`config.mk`:
```
export PLATFORM = sky130hd
export DESIGN_NAME = counter_sched
export DESIGN_NICKNAME = d
export VERILOG_FILES = /design/src/rtl/counter_sched_pkg.sv /design/src/rtl/counter_rr_arb.sv /design/src/rtl/counter_sched.sv
export SDC_FILE = /design/constraint.sdc
export NUM_CORES = 1
export LEC_CHECK = 0
export CORE_ASPECT_RATIO = 1.2
export CORE_MARGIN = 3
export CORE_UTILIZATION = 49
export CTS_CLUSTER_DIAMETER = 120
export DETAILED_ROUTE_END_ITERATION = 12
export PLACE_DENSITY = 0.8
export SLEW_MARGIN = 20
export SYNTH_ARGS = -nofsm -noshare
export SYNTH_HDL_FRONTEND = slang
export SYNTH_SLANG_ARGS = --single-unit
```
`constraint.sdc`:
```
create_clock -name clk -period 3.51 [get_ports clk]
set_input_delay 0.702 -clock clk [delete_from_list [all_inputs] [get_ports clk]]
set_output_delay 0.702 -clock clk [all_outputs]
set_load 0.01 [all_outputs]
```
`src/rtl/counter_sched_pkg.sv`:
```
// Shared constants, FSM state codes and bus helpers for the shared count engine.
// Latency: none (declarations only).
// Backpressure: none (declarations only).
package counter_sched_pkg;

   localparam int DEF_CNT_WIDTH = 7;
   localparam int DEF_NUM_REQ   = 4;

   // FSM state codes
   localparam logic [1:0] ST_IDLE = 2'd0;
   localparam logic [1:0] ST_RUN  = 2'd1;
   localparam logic [1:0] ST_DONE = 2'd2;

   // Slot helper works on a padded bus so one function serves any width;
   // NUM_REQ*CNT_WIDTH must fit in BUS_MAX_W and CNT_WIDTH in SLOT_MAX_W.
   localparam int SLOT_MAX_W = 32;
   localparam int BUS_MAX_W  = 512;

   // Return slot k (each w bits wide) of a flattened bus, LSB-aligned.
   function automatic logic [SLOT_MAX_W-1:0] slot_get(
      input logic [BUS_MAX_W-1:0] bus,
      input int unsigned          k,
      input int unsigned          w
   );
      logic [BUS_MAX_W-1:0] sh;
      sh = bus >> (k * w);
      return sh[SLOT_MAX_W-1:0];
   endfunction

endpackage

```
`src/rtl/counter_rr_arb.sv`:
```
// Round-robin arbiter: first request at or after a rotating pointer wins.
// Latency: grant/index are combinational; pointer updates one edge after adv_i.
// Backpressure: none; requests simply remain pending until selected.
module counter_rr_arb #(
   parameter  int NUM_REQ  = 4,
   localparam int ID_WIDTH = $clog2(NUM_REQ)
) (
   input  logic                clk,
   input  logic                rst_n,
   input  logic [NUM_REQ-1:0]  req_i,
   input  logic                adv_i,
   input  logic [ID_WIDTH-1:0] adv_owner_i,
   output logic [NUM_REQ-1:0]  gnt_o,
   output logic [ID_WIDTH-1:0] idx_o,
   output logic                vld_o
);

   logic [ID_WIDTH-1:0] ptr_q, ptr_d;
   logic [ID_WIDTH:0]   sum;
   logic [ID_WIDTH-1:0] cand;

   // Scan from the pointer upward, wrapping, and take the first set request.
   always_comb begin
      gnt_o = '0;
      idx_o = '0;
      vld_o = 1'b0;
      sum   = '0;
      cand  = '0;
      for (int i = 0; i < NUM_REQ; i++) begin
         sum = {1'b0, ptr_q} + (ID_WIDTH+1)'(i);
         if (sum >= (ID_WIDTH+1)'(NUM_REQ)) begin
            sum = sum - (ID_WIDTH+1)'(NUM_REQ);
         end
         cand = sum[ID_WIDTH-1:0];
         if (!vld_o && req_i[cand]) begin
            vld_o       = 1'b1;
            idx_o       = cand;
            gnt_o[cand] = 1'b1;
         end
      end
   end

   // On completion the pointer moves just past the finished owner.
   always_comb begin
      ptr_d = ptr_q;
      if (adv_i) begin
         ptr_d = (adv_owner_i == ID_WIDTH'(NUM_REQ-1)) ? '0 : adv_owner_i + ID_WIDTH'(1);
      end
   end

   // Pointer register; requester 0 has top priority out of reset.
   always_ff @(posedge clk or negedge rst_n) begin
      if (!rst_n) begin
         ptr_q <= '0;
      end else begin
         ptr_q <= ptr_d;
      end
   end

endmodule

```
`src/rtl/counter_sched.sv`:
```
// Shares one 0..target counter among NUM_REQ requesters in round-robin order.
// Latency: grant 1 cycle after request seen in IDLE; done at target+2; IDLE at target+3.
// Backpressure: level requests wait in IDLE arbitration; a running job cannot be aborted.
module counter_sched
   import counter_sched_pkg::*;
#(
   parameter  int CNT_WIDTH = DEF_CNT_WIDTH,
   parameter  int NUM_REQ   = DEF_NUM_REQ,
   localparam int ID_WIDTH  = $clog2(NUM_REQ)
) (
   input  logic                         clk,
   input  logic                         rst_n,
   input  logic [NUM_REQ-1:0]           req_i,
   input  logic [NUM_REQ*CNT_WIDTH-1:0] cnt_val_i,
   output logic [NUM_REQ-1:0]           gnt_o,
   output logic [NUM_REQ-1:0]           done_o,
   output logic [CNT_WIDTH-1:0]         cnt_o,
   output logic                         busy_o,
   output logic [ID_WIDTH-1:0]          owner_o
);

   logic [1:0]           state_q, state_d;
   logic [CNT_WIDTH-1:0] tgt_q, tgt_d;
   logic [CNT_WIDTH-1:0] cnt_q, cnt_d;
   logic [NUM_REQ-1:0]   gnt_q, gnt_d;
   logic [NUM_REQ-1:0]   done_q, done_d;
   logic                 busy_q, busy_d;
   logic [ID_WIDTH-1:0]  owner_q, owner_d;

   logic [NUM_REQ-1:0]   arb_gnt;
   logic [ID_WIDTH-1:0]  arb_idx;
   logic                 arb_vld;
   logic [BUS_MAX_W-1:0] bus_pad;
   logic [CNT_WIDTH-1:0] tgt_sel;

   counter_rr_arb #(.NUM_REQ(NUM_REQ)) u_arb (
      .clk         (clk),
      .rst_n       (rst_n),
      .req_i       (req_i),
      .adv_i       (state_q == ST_DONE),
      .adv_owner_i (owner_q),
      .gnt_o       (arb_gnt),
      .idx_o       (arb_idx),
      .vld_o       (arb_vld)
   );

   // Target of the would-be winner; only captured on the grant edge.
   assign bus_pad = BUS_MAX_W'(cnt_val_i);
   assign tgt_sel = CNT_WIDTH'(slot_get(bus_pad, 32'(arb_idx), 32'(CNT_WIDTH)));

   // IDLE grants and latches, RUN counts up to target, DONE pulses and releases.
   always_comb begin
      state_d = state_q;
      tgt_d   = tgt_q;
      cnt_d   = cnt_q;
      gnt_d   = gnt_q;
      done_d  = '0;
      busy_d  = busy_q;
      owner_d = owner_q;
      case (state_q)
         ST_IDLE: begin
            if (arb_vld) begin
               state_d = ST_RUN;
               owner_d = arb_idx;
               tgt_d   = tgt_sel;
               cnt_d   = '0;
               gnt_d   = arb_gnt;
               busy_d  = 1'b1;
            end
         end
         ST_RUN: begin
            if (cnt_q == tgt_q) begin
               state_d = ST_DONE;
               done_d  = gnt_q;
            end else begin
               cnt_d = cnt_q + CNT_WIDTH'(1);
            end
         end
         ST_DONE: begin
            state_d = ST_IDLE;
            gnt_d   = '0;
            busy_d  = 1'b0;
            cnt_d   = '0;
         end
         default: begin
            state_d = ST_IDLE;
            gnt_d   = '0;
            busy_d  = 1'b0;
            cnt_d   = '0;
         end
      endcase
   end

   // State and output registers; reset discards any job in flight.
   always_ff @(posedge clk or negedge rst_n) begin
      if (!rst_n) begin
         state_q <= ST_IDLE;
         tgt_q   <= '0;
         cnt_q   <= '0;
         gnt_q   <= '0;
         done_q  <= '0;
         busy_q  <= 1'b0;
         owner_q <= '0;
      end else begin
         state_q <= state_d;
         tgt_q   <= tgt_d;
         cnt_q   <= cnt_d;
         gnt_q   <= gnt_d;
         done_q  <= done_d;
         busy_q  <= busy_d;
         owner_q <= owner_d;
      end
   end

   assign gnt_o   = gnt_q;
   assign done_o  = done_q;
   assign cnt_o   = cnt_q;
   assign busy_o  = busy_q;
   assign owner_o = owner_q;

endmodule
```
Word-level counts from Yosys, hierarchy flattened
Index checks and enable logic that the tools add are counted.

Output and inout port bits: 18. Logic and storage cells: 102. Input port bits: 34. Memories: 0. Memory bits (read-only): 0. Register bits after elaboration: 29. Memory bits (writable): 0. Latch bits: 0.

$lt $le $gt $ge: 12. Bitwise logic cells: 4. Divide/modulo/power cells: 0. Equality and inequality tests: 7. Add/sub/neg operators: 9. Multiply operators: 1. Multiplexer cells: 45. Reduce and logical (&&, ||, !) cells: 15. Shifts and indexed selects: 1.

Operators by type and width (number): 4-bit 2-to-1 mux (7); 28-bit by 5-bit >> shifter with 7-bit output (1); 2-bit 2-to-1 mux (11); 7-bit 2-to-1 mux (2); 7-bit one-hot mux with 2 select lines (1); 1-bit 2-to-1 mux (13); 2-bit by 3-bit less-than comparator with 1-bit output (second input constant) (4); 4-bit bitwise OR (3); 3-bit >= comparator (second input constant) (3); 1-bit binary-select mux with 2-bit select (4); 1-bit demux with 2-bit select (4); 2-bit by 1-bit >= comparator with 1-bit output (second input constant) (4); 4-bit one-hot mux with 2 select lines (1); 2-bit AND reduction (4); 2-bit by 1-bit subtractor with 2-bit output (second input constant) (4); 7-bit by 1-bit adder with 7-bit output (second input constant) (1); 7-bit == test (1); 1-bit logical AND (7); 2-bit by 2-bit adder with 3-bit output (second input constant) (2); 2-bit inequality test (second input constant) (3); 2-bit by 3-bit multiplier with 5-bit output (second input constant) (1); 2-bit == test (second input constant) (2); 2-bit one-hot mux with 2 select lines (1); 2-bit by 1-bit adder with 3-bit output (second input constant) (1); other kinds (7) (9).

Depth between registers and ports, before layout
Word-level depth: 16. Depth in mapped cells: 12. Gate-level depth less buffers: 8.

Hierarchy
Synthesis repeated with hierarchy kept, for this count alone.

Cell total of the unflattened synthesis: 204. Area, all modules: 2112.0 um^2.

Modules (own cells, without submodules): counter_sched (seq. area each 675.6 um^2, cells an instance 118, times used 1, area each 1410.1 um^2); counter_rr_arb (seq. area each 50.0 um^2, cells an instance 86, times used 1, area each 701.9 um^2).

Worst setup path after synthesis
OpenSTA, ideal clock, no wires.

Kind: reg-to-reg. Start point: register u_arb.ptr_q[0]. End point: register tgt_q[1]. Path buffers: 4. Data required time: 3.371 ns. Clock period less this slack: 3.035 ns. Stages on the path, launching flop included: 13. Setup slack: 0.475 ns. Arrival time: 2.896 ns. Setup time: 0.139 ns. Path through: dfrtp_1 buf_2 buf_2 inv_1 ha_1 clkbuf_1 mux4_2 nand3_2 o41ai_4 a21o_4 buf_8 a2111oi_4 a211oi_2.

Cells in the longest elaborated chain, start to end: 16. Elaborated cells between the ends (all ways): 40. Those cells by class: add/sub: 7; mul: 1; order compare: 4; shift: 1; mux: 20; reduce/logical: 7.

RTL lines: from (decl) (line counter_rr_arb.sv:18) `logic [ID_WIDTH-1:0] ptr_q, ptr_d;`; from (signal assigned) (line counter_rr_arb.sv:56) `ptr_q <= ptr_d;`; branches (longest 16 deep; another with 2-bit by 1-bit adder with 3-bit output); to (signal assigned) (line counter_sched.sv:106) `tgt_q <= tgt_d;`; to (decl) (line counter_sched.sv:23) `logic [CNT_WIDTH-1:0] tgt_q, tgt_d;`.

Several ways; the timed one is not identified. The select of a mux whose other input is x is not followed. A chain may end at the register's enable or synchronous reset.

Worst setup path in the final report
Start point: input port req_i[2]. End point: register tgt_q[0].

Cells in the longest elaborated chain, start to end: 14. Elaborated cells between the ends (all ways): 25. Those cells by class: mul: 1; shift: 1; mux: 16; reduce/logical: 7.

RTL lines: from (decl) (line counter_sched.sv:13) `input logic [NUM_REQ-1:0] req_i,`; 1-bit binary-select mux with 2-bit select (line counter_rr_arb.sv:35) `if (!vld_o && req_i[cand]) begin`; 1-bit 2-to-1 mux (not written as such) (line counter_rr_arb.sv:35); 1-bit 2-to-1 mux (line counter_rr_arb.sv:35); 1-bit zero test (line counter_rr_arb.sv:35); 1-bit logical AND (line counter_rr_arb.sv:35); 1-bit 2-to-1 mux (line counter_rr_arb.sv:35); 1-bit zero test (line counter_rr_arb.sv:35); 1-bit logical AND (line counter_rr_arb.sv:35); 1-bit 2-to-1 mux (line counter_rr_arb.sv:35); 1-bit zero test (line counter_rr_arb.sv:35); 1-bit logical AND (line counter_rr_arb.sv:35); 2-bit 2-to-1 mux (line counter_rr_arb.sv:35); 2-bit by 3-bit multiplier with 5-bit output (line counter_sched_pkg.sv:26) `sh = bus >> (k * w);`; 28-bit by 5-bit >> shifter with 7-bit output (line counter_sched_pkg.sv:26).

Several ways; a longest one is shown, not always the timed one. The select of a mux whose other input is x is not followed.

==> summary.txt <==
Layout cells sized above 1 = 11.8%
Least-Margin Pin Slew = 0.590 ns
Vias per cell = 5.74
Static Leak = 1.09 nW
Die area = 0.00506 mm²
Commonest non-fill, non-tap cell in the layout = clkdlybuf4s50_1
Die Width = 65.4 µm
Peak VDD IR = 307 µV
Synth cell types = 46
Initial antenna violation count = 0
Final nets = 297
Remaining antenna violation count = 0
Placed cells = 301
# DRC = 0
Final Hold Vio Count = 0
Tmin final = 3.06 ns
Final WS setup = 0.452 ns
Outcome = complete, no violations
Clock skew = 0.00535 ns
Clock buffer depth = 2
Post-DP Area = 0.00262 mm²
Async SR Flop Fraction = 100%
Number of diodes = 0
Final period util = 87.1%
Worst hold slack = 0.522 ns
Total congestion overflow = 0
Std-Cell Rows = 25
Setup WS pre-CTS = 0.222 ns
Root buffer cell = clkbuf_8
CP endpoint kind = flop
H-tree levels = 2
Initial Utilization = 51.8%
Latest clock arrival within the worst-skew pair = 0.28 ns
Commonest non-fill, non-tap cells in the layout = 51 x clkdlybuf4s50_1, 29 x dfrtp_1, 16 x nor2_1
Post-synth top area share = 35.0%
Final cell utilization of the core = 68.5%
Kind of critical path = input pin to flop
Vias = 1774
Final Cell Area = 0.00274 mm²
Max-slew violation count = 0
Total Routed Length = 4790 µm
Reg area = 726 µm²
Worst EP required = 3.65 ns
First-pass GRT wire length = 8030 µm
CTS Sinks = 29
DP HPWL = 3590 µm
WP data arrival = 3.20 ns
Post-CTS Resized = 0
CTS tree = yes
Largest net degree at the start of global routing = 30
PD cells = 617 mW/mm²
Post-Synthesis Cell Area = 0.00208 mm²
Iteration-0 DRC Markers = 153
Post-synth EDFFs = 0
Startpoint Class = input pin
Tot GR Track Use = 20.3%
Final TNS setup = 0 ns
Wirelength per Cell = 15.5 µm
Synth area leaders = dfrtp_1 35%, mux2i_1 5.8%, ha_1 5.4%
Max Fclk = 0.327 GHz
Die height = 77.3 µm
Post-CTS Hold Fix Bufs = 0
Port bufs = 51
RSZ-0062 raised after global routing = no
CTS buffer count = 5
Post-synthesis register bit count = 29
Avg Cell Area, Syn = 10.2 µm²
Number of fill cells = 342
Gpl congestion = 0.868
Drt pass-1 iters = 4
Mapped Nets = 246
Register area share after synthesis = 35.0%
Worst-path clk slew = 0.06 ns
Synthesis-to-layout area growth = 32.1%
Hold WC Path Type = flop to flop
Total chip power = 1.69 mW
Crit-path max FO = 14
Post-Synthesis Cells = 203
Ys flop type = dfrtp_1
# IOs = 52
Core ar. = 0.00400 mm²
Rel. slew slack = 60.3%
Max cap viols = 0
Synth warnings = 0
Layout Cells excl Fill = 309
Largest area contributor in the netlist = dfrtp_1
Post-CTS setup buffers = 0
Area of the multi-input gates = 0.00122 mm²
Vias in the first global route = 1691
Final Setup Violations = 0
==> final timing paths <==
| kind | start | depth (start not counted) | endpoint | slack, ns |
|---|---|---|---|---|
| max | req_i[2] | 7 | tgt_q[0]$_DFFE_PN0P_ | 0.45 |
| min | gnt_o[3]$_DFFE_PN0P_ | 1 | done_o[3]$_DFF_PN0_ | 0.52 |
| max reg2reg | u_arb.ptr_q[1]$_DFFE_PN0N_ | 8 | tgt_q[0]$_DFFE_PN0P_ | 0.48 |
| min reg2reg | gnt_o[3]$_DFFE_PN0P_ | 1 | done_o[3]$_DFF_PN0_ | 0.52 |
| max in group asynchronous | rst_n | 2 | cnt_o[0]$_DFFE_PN0P_ | 2.44 |
| min in group asynchronous | rst_n | 2 | done_o[3]$_DFF_PN0_ | 0.80 |
==> cell type report <==
| cell class | count | area share [%] |
|---|---|---|
| multi-input cells | 148 | 44.5 |
| flip-flops and latches | 29 | 26.5 |
| repair buffers | 58 | 20.5 |
| clock buffers | 6 | 3.01 |
| well taps | 54 | 2.46 |
| inverters | 12 | 1.64 |
| clock inverters | 2 | 1.37 |
==> report_power, final <==
group	switching (mW)	internal [mW]
Clock	0.128	0.230
Combinational	0.322	0.408
Sequential	0.146	0.457
Total	0.596	1.10
==> flip-flops by register name, summed over array words and instances (netlist names) <==
register     flops
cnt_o            7
tgt_q            7
done_o           4
gnt_o            4
owner_o          2
state_q          2
u_arb.ptr_q      2
busy_o           1
==> cells in the mapped netlist, types with 4 or more instances <==
cell	n
a211oi_1	12
ha_1	9
a2111oi_0	4
buf_2	4
nor2_1	16
inv_1	12
o21ai_0	7
nor3_1	6
nand2_1	7
mux2i_1	12
and2_1	7
clkbuf_1	6
nand3_1	4
a22oi_1	10
dfrtp_1	29
xnor2_1	11
a22o_1	4
==> routing by layer <==
metal,routed length (µm),GRT usage [%],up-vias
li1,-,-,859
met4,72,7.26,0
met2,2380,31.8,69
met1,2060,27.2,839
met5,0,0,-
met3,277,4.39,7
==> cell families (layout without fill, tap and decap cells) <==
family	count (synthesis)	after routing	share of synthesized area [%]
compound gates	59	59	26.5
simple gates	52	52	12.8
flops	29	29	35.0
buf+inv	26	78	6.21
mux	16	16	9.04
xor+xnor	12	12	5.06
fa+ha+maj	9	9	5.43
==> worst max-delay path: stages <==
cell and delay, ns:
clkdlybuf4s50_1 0.58, mux4_2 0.65, nand3_2 0.14, o41ai_4 0.13, a21o_4 0.31, a2111oi_0 0.57, a211oi_1 0.11
No activity file was read; power rests on OpenSTA's default activity.
